--- src/rtl/adder_arbiter.sv ---
// adder_arbiter: round-robin sequencer that time-shares one external combinational
// adder among NUM_REQ requesters. It grants at most one requester per cycle and drives
// that requester's operands onto the adder. The sum and carry are captured in a
// response register and handed back over a one-hot valid/ready handshake.
module adder_arbiter #(
  parameter int NUM_REQ = 3,
  parameter int WIDTH   = 32
) (
  input  logic                     clk,
  input  logic                     rst_n,
  input  logic [NUM_REQ-1:0]       req_valid,
  input  logic [NUM_REQ*WIDTH-1:0] req_a,
  input  logic [NUM_REQ*WIDTH-1:0] req_b,
  input  logic [NUM_REQ-1:0]       req_cin,
  output logic [NUM_REQ-1:0]       req_ready,
  output logic [WIDTH-1:0]         add_a,
  output logic [WIDTH-1:0]         add_b,
  output logic                     add_cin,
  input  logic [WIDTH-1:0]         add_sum,
  input  logic                     add_cout,
  output logic [NUM_REQ-1:0]       rsp_valid,
  input  logic [NUM_REQ-1:0]       rsp_ready,
  output logic [WIDTH-1:0]         rsp_sum,
  output logic                     rsp_cout
);

  localparam int PW = (NUM_REQ > 1) ? $clog2(NUM_REQ) : 1;

  typedef enum logic [0:0] {
    IDLE = 1'b0,
    RESP = 1'b1
  } state_t;

  state_t             state_r;
  logic [PW-1:0]      rr_ptr_r;
  logic [NUM_REQ-1:0] rsp_valid_r;
  logic [WIDTH-1:0]   rsp_sum_r;
  logic               rsp_cout_r;

  logic               drain_s;
  logic               issue_ok_s;
  logic               found_s;
  logic [PW-1:0]      grant_idx_s;
  logic [NUM_REQ-1:0] grant_s;
  int                 idx_s;

  // Round-robin successor of a granted index, wrapping at NUM_REQ.
  function automatic logic [PW-1:0] next_ptr(input logic [PW-1:0] g);
    if (g == PW'(NUM_REQ - 1)) begin
      return '0;
    end else begin
      return g + PW'(1);
    end
  endfunction

  // Detect that the owner of the held response is consuming it this cycle.
  // rsp_valid_r is one-hot, so only the owner's rsp_ready can contribute.
  always_comb begin
    drain_s    = |(rsp_valid_r & rsp_ready);
    issue_ok_s = (state_r == IDLE) || drain_s;
  end

  // Search for the first valid requester starting at rr_ptr_r and wrapping.
  // No grant is issued during reset or while a held response is stalled.
  always_comb begin
    found_s     = 1'b0;
    grant_idx_s = '0;
    grant_s     = '0;
    idx_s       = 0;
    for (int k = 0; k < NUM_REQ; k++) begin
      idx_s = (int'(rr_ptr_r) + k) % NUM_REQ;
      if (!found_s && rst_n && issue_ok_s && req_valid[idx_s]) begin
        found_s        = 1'b1;
        grant_idx_s    = PW'(idx_s);
        grant_s[idx_s] = 1'b1;
      end else begin
        found_s = found_s;
      end
    end
  end

  // Steer the granted requester's operands to the shared adder, zero when idle.
  always_comb begin
    add_a   = '0;
    add_b   = '0;
    add_cin = 1'b0;
    if (found_s) begin
      add_a   = req_a[int'(grant_idx_s) * WIDTH +: WIDTH];
      add_b   = req_b[int'(grant_idx_s) * WIDTH +: WIDTH];
      add_cin = req_cin[grant_idx_s];
    end else begin
      add_a   = '0;
      add_b   = '0;
      add_cin = 1'b0;
    end
  end

  // Response FSM. An accepted grant captures the adder result and moves the
  // pointer past the winner. A drain with no new grant returns to IDLE but keeps
  // the last sum/carry visible. Otherwise everything holds.
  always_ff @(posedge clk) begin
    if (!rst_n) begin
      state_r     <= IDLE;
      rr_ptr_r    <= '0;
      rsp_valid_r <= '0;
      rsp_sum_r   <= '0;
      rsp_cout_r  <= 1'b0;
    end else begin
      case (state_r)
        IDLE, RESP: begin
          if (found_s) begin
            state_r     <= RESP;
            rr_ptr_r    <= next_ptr(grant_idx_s);
            rsp_valid_r <= grant_s;
            rsp_sum_r   <= add_sum;
            rsp_cout_r  <= add_cout;
          end else if (drain_s) begin
            state_r     <= IDLE;
            rsp_valid_r <= '0;
          end else begin
            state_r     <= state_r;
            rsp_valid_r <= rsp_valid_r;
          end
        end
        default: begin
          state_r     <= IDLE;
          rsp_valid_r <= '0;
        end
      endcase
    end
  end

  // Outputs come straight from registers, except the grant, which must be combinational.
  always_comb begin
    req_ready = grant_s;
    rsp_valid = rsp_valid_r;
    rsp_sum   = rsp_sum_r;
    rsp_cout  = rsp_cout_r;
  end

endmodule

--- config.mk ---
export PLATFORM = sky130hd
export DESIGN_NAME = adder_arbiter
export DESIGN_NICKNAME = d
export VERILOG_FILES = /design/src/rtl/adder_arbiter.sv
export SDC_FILE = /design/constraint.sdc
export NUM_CORES = 1
export LEC_CHECK = 0
export BUFFER_PORTS_ARGS = -buffer_cell sky130_fd_sc_hd__buf_4
export CAP_MARGIN = 20
export CELL_PAD_IN_SITES_DETAIL_PLACEMENT = 1
export CELL_PAD_IN_SITES_GLOBAL_PLACEMENT = 2
export CORE_ASPECT_RATIO = 1.75
export CORE_MARGIN = 2
export CORE_UTILIZATION = 17
export DETAILED_ROUTE_END_ITERATION = 10
export PLACE_DENSITY = 0.82
export SYNTH_ARGS = -nofsm -noshare
export SYNTH_HDL_FRONTEND = slang
export SYNTH_SLANG_ARGS = --single-unit
--- constraint.sdc ---
create_clock -name clk -period 4 [get_ports clk]
set_input_delay 0.2 -clock clk [delete_from_list [all_inputs] [get_ports clk]]
set_output_delay 0.2 -clock clk [all_outputs]
set_load 0.01 [all_outputs]
Word level (Yosys, flattened, before mapping). Index checks and enable logic that the tools add are counted.

Register bits after elaboration: 39. Input port bits: 236. Output and inout bits: 104. Word-level logic and storage cells: 75.

Divide/modulo/power cells: 3. Reduce and logical (&&, ||, !) cells: 16. Multiplexer cells: 34. Bitwise operators: 4. $lt $le $gt $ge: 7. Eq/ne operators: 1. Add/sub/neg operators: 3. Shift-type cells: 2.

Operator list (count): $shiftx 96x8->32 (2); $ge 32x1->1 const B (3); $lt 32x4->1 const B (3); $mod 32x3->32 const B (2); $mux 32 (2); $mod 3x3->32 const B (1); $mux 1 (16); $mux 3 (5); $logic_and 1x1->1 (11); $bmux 1 s2 (4); $mux 2 (4); $demux 1 s2 (3); $or 3x3->3 (2); $add 2x1->3 const B (1); $add 2x2->3 const B (1); $and 3x3->3 (1); $lt 2x3->1 const B (1); $reduce_or 3->1 (1); $add 2x1->2 const B (1); $eq 2x2->1 const B (1); $logic_not 1->1 (2); $reduce_bool 2->1 (1); $logic_or 1x1->1 (1); $not 1->1 (1).

Logic depth before layout (Yosys ltp).
Word-level depth: 19. Gate-level depth with buffers: 10. Depth with buffers taken out: 7.

Worst setup path after synthesis. No wires, ideal clock.

Path type: register to output. Start point: register rr_ptr_r[0]. End point: output add_a[0]. Data required time: 3.800 ns. Stages on the path, launching flop included: 10. Data arrival time: 2.090 ns. Path buffers: 2. Slack: 1.710 ns. Cell sequence: dfxtp_1 inv_1 ha_1 maj3_2 a21oi_2 nor3b_4 nand2_1 buf_2 buf_2 o2bb2ai_1.

Longest elaborated chain between the ends: 18. Elaborated cells on any way between the ends: 31. Those cells by class: 2 x add/sub; 3 x div; 1 x shift; 16 x mux; 9 x reduce/logical.

Ends and longest elaborated chain: start, declared (RTL line 35) `logic [PW-1:0] rr_ptr_r;`; start signal, assigned (RTL line 113) `rr_ptr_r <= next_ptr(grant_idx_s);`; parallel branches: the longest is 17 deep, another holds $mod 32x3->32; $mux 32 * (RTL line 87) `if (found_s) begin`; end, declared (RTL line 16) `output logic [WIDTH-1:0] add_a,`.

Mark *: on every way between the ends. The select of a mux whose other input is x is not followed.

Final worst setup path.
Start point: register rr_ptr_r[0]. End point: output add_b[5].

Longest elaborated chain between the ends: 18. Elaborated cells on any way between the ends: 31. Those cells by class: 2 x add/sub; 3 x div; 1 x shift; 16 x mux; 9 x reduce/logical.

Ends and longest elaborated chain: parallel branches: the longest is 17 deep, another holds $mod 32x3->32; $mux 32 * (RTL line 87); end, declared (RTL line 17) `output logic [WIDTH-1:0] add_b,`.

Marked as above.

==> key figures <==
Drt
  – # DRC: 0
  – Initial drt markers: ~130
  – Final ANT Viol Nets: 0
  – Vias: ~4300
  – 1st-pass router iterations: 4
  – Vias per cell: approximately 4.6
  – Final WL: around 17 mm
  – DR WL/cell: 18.6 um

Min path
  – Min-delay worst type: in2reg
  – Hold depth: 3
  – Min-Delay Startpoint: add_sum[7]
  – Endpoint, Worst Hold: rsp_sum[7]

Pwr
  – Pint: 1.67 mW
  – Clk pwr share: around 13%
  – Sw Pwr: around 1.2 mW
  – Comb power frac: between 60% and 70%
  – Sw frac: between 40% and 50%
  – Max VDD drop: roughly 420 uV
  – Pwr dens: ~500 nW/um2
  – Total power: 2.90 mW
  – Flop pwr share: about a fifth
  – Static Leak: 2.66 nW

Synth
  – Mux contribution to synthesized area: 21.5%
  – Main synth FF type: dfxtp_1
  – Synth warn: 0
  – Cell count after synthesis: approximately 370
  – #FFs+latches synth: 39
  – FFs w/ async S/R, synth: 0%
  – Simple-gate share of the synthesized area: between 10% and 20%
  – Mapped Avg Cell Area: about 8.4 um2
  – Post-synthesis sequential area ratio: between 20% and 30%
  – Largest family of logic cells by synthesized area: compound AO/OA/AOI/OAI gates
  – Synth unique cells: 41
  – Adder-Cell Fraction of Synth Area: 1.96%
  – Synth Cell Area: around 3100 um2
  – Net Count, Synth: between 600 and 700
  – Xor and xnor area share after synthesis: 0%
  – Post-synth EDFFs: 0
  – Compound-gate portion of the synthesized area: 30.7%

Critical path
  – WS Path Type: reg2out
  – Critical-path maximum fanout: 38
  – R2R depth: 7
  – Most used cell, CP: buf_4
  – Reg-to-reg slack, setup: ~1400 ps
  – CP required: around 3800 ps
  – Critical path buffers and inverters: 3
  – Startpoint type of the worst setup path: flop
  – Reg2reg start: rr_ptr_r[0]
  – CP max-delay cell: nand2_2
  – Crit. End Element: output pin
  – Reg-to-Reg End: rsp_sum[28]
  – CP top delay family: compound AO/OA/AOI/OAI gates
  – Max incr delay on CP: between 400 and 500 ps
  – Critical Path AT: approximately 3200 ps
  – Worst-path cell chain: inv_1 > ha_1 > nor2_1 > a21oi_1 > o221ai_1 > nand2_2 > buf_4 > o2bb2ai_1 > buf_4

Timing
  – Crit path time final: between 3000 and 4000 ps
  – Final hold slack: around 100 ps
  – Max-slew headroom: about half
  – Final worst slack: 569 ps
  – Worst Tran Pin Value: about 770 ps
  – Setup TNS Final: 0 ps
  – Max-slew violations: 0
  – Period Utilization, post-route: between 80% and 90%
  – Final Skew: approximately 3.3 ps
  – Final setup fails: 0
  – Final Hold Viols: 0
  – Fmax: 291 MHz
  – RSZ-0062 raised after global routing: false

Layout
  – Post-layout util: about a third
  – Final Net Count: 926
  – Finished Layout Cells: 922
  – Final Cell Area: slightly below 6000 um2
  – Layout cell share with drive strength beyond 1: 52.4%
  – Area Growth Syn to Fin: 90.6%

Placement
  – Dpl ws: 890 ps
  – HPWL after DPL: roughly 14 mm
  – Placed cell areas: a little under 6000 um2
  – GP Congestion: 0.870
  – IO Port Bufs: 339
  – Placed Cells: approximately 910

GRT
  – Initial antenna violation count: 3
  – Overflow after GRT: 0
  – First-pass GRT wire length: roughly 26 mm
  – Largest net degree at the start of global routing: 69
  – Tot GR Track Use: 16.7%
  – Vias in the first global route: ~4600

Clock network
  – CTS tree: done
  – Clock-pin transition on the worst setup and hold timing paths: 60 ps
  – Clock sinks: 39
  – Clk_lat worst skew: between 200 and 300 ps
  – CTS root buffer: clkbuf_16
  – CTS max path bufs: 2
  – Post-CTS Setup Repair Bufs: 0
  – H-tree levels: 2
  – # hold bufs at CTS: 0
  – Cts repair resizes: 0
  – CTS buffer count: 5

Floorplan
  – Core Area: between 15000 and 20000 um2
  – Die Wd: ~110 um
  – Initial Utilization: 17.3%
  – # rows: 65
  – I/O Pins: 340
  – Die Y: roughly 180 um
  – Total die area: 19500 um2

Flow run
  – Max_cap viols: 0

Status
  – Status: finished, final reports clean
==> cells in the mapped netlist (2+ instances only) <==
master     number  area (um2)
nor4bb_1        2        20.0
nor2b_1         3        18.8
o21ai_0        38         190
nand2_1        72         270
o2bb2ai_1      65         569
buf_2          18        90.1
nand2b_1        3        18.8
ha_1            4        50.1
mux2i_1        66         661
buf_6           7        78.8
a21oi_1         7        35.0
a21o_1          4        30.0
clkbuf_1       12        45.0
dfxtp_1        39         781
nor2_1          5        18.8
inv_1           3        11.3
==> routing by layer <==
layer | up-vias | GRT usage [%] | routed length (um)
met4 | 4 | 6.91 | 491
met2 | 283 | 32.4 | 8900
met3 | 27 | 5.83 | 2070
li1 | 2009 | - | -
met5 | - | 0 | 25
met1 | 1952 | 15.6 | 5690
==> kinds of logic after synthesis <==
group,Yosys count
flip-flops,39
buffers and inverters,42
AND/OR/NAND/NOR,91
AO/OA/AOI/OAI,129
multiplexers,67
adder cells (fa/ha/maj),5
==> power by group through the flow <==
stage | combinational, mW | sequential [mW] | clock [mW]
finish | 1.90 | 0.616 | 0.390
floorplan | 0.950 | 0.667 | 0
global route | 2.06 | 0.636 | 0.417
CTS | 1.92 | 0.617 | 0.401
global placement | 1.87 | 0.614 | 0
detailed placement | 1.92 | 0.619 | 0
==> cell type report <==
type / instances / area (um2)
sequential: 39 / 781
fill: 2198 / 12100
inverter: 4 / 15.0
clock inverter: 2 / 12.5
clock buffer: 6 / 129
timing repair buffer: 344 / 2610
multi-input combinational: 292 / 2120
antenna: 1 / 2.50
tap: 234 / 293
==> state kept, by name, summed over array words and instances, names as in the netlist <==
| signal | count |
|---|---|
| rr_ptr_r | 2 |
| state_r | 1 |
| rsp_sum | 32 |
| rsp_valid | 3 |
| rsp_cout | 1 |
==> tightest hold or removal path, cell delays in order <==
cell and delay [ps]:
buf_4 80, nand2_1 30, o21ai_0 50
==> cells in the final DEF, fill, tap and decap left out, types with 2 or more instances in the layout <==
master	synthesis	routed
buf_4	1	342
clkbuf_16	0	5
nand2_1	72	71
o2bb2ai_1	65	65
dfxtp_1	39	39
nor4bb_1	2	2
a21oi_1	7	7
nor2b_1	3	3
inv_1	3	3
nor2_1	5	4
mux2i_1	66	66
ha_1	4	4
a21o_1	4	4
o21ai_0	38	38
buf_12	0	2
nand2b_1	3	3
==> worst max path at each step <==
stage	start	to	slack, ps	depth (start not counted)
2_1_floorplan	rr_ptr_r[0]	add_a[0]	1710	9
3_3_place_gp	rr_ptr_r[0]	add_b[21]	1060	9
3_5_place_dp	rr_ptr_r[0]	add_b[5]	890	9
4_1_cts	rr_ptr_r[0]	add_b[5]	550	9
5_1_grt	rr_ptr_r[0]	add_b[8]	290	9
6_report	rr_ptr_r[0]	add_b[5]	570	9
Note: power is estimated with default switching activity, not from simulation.
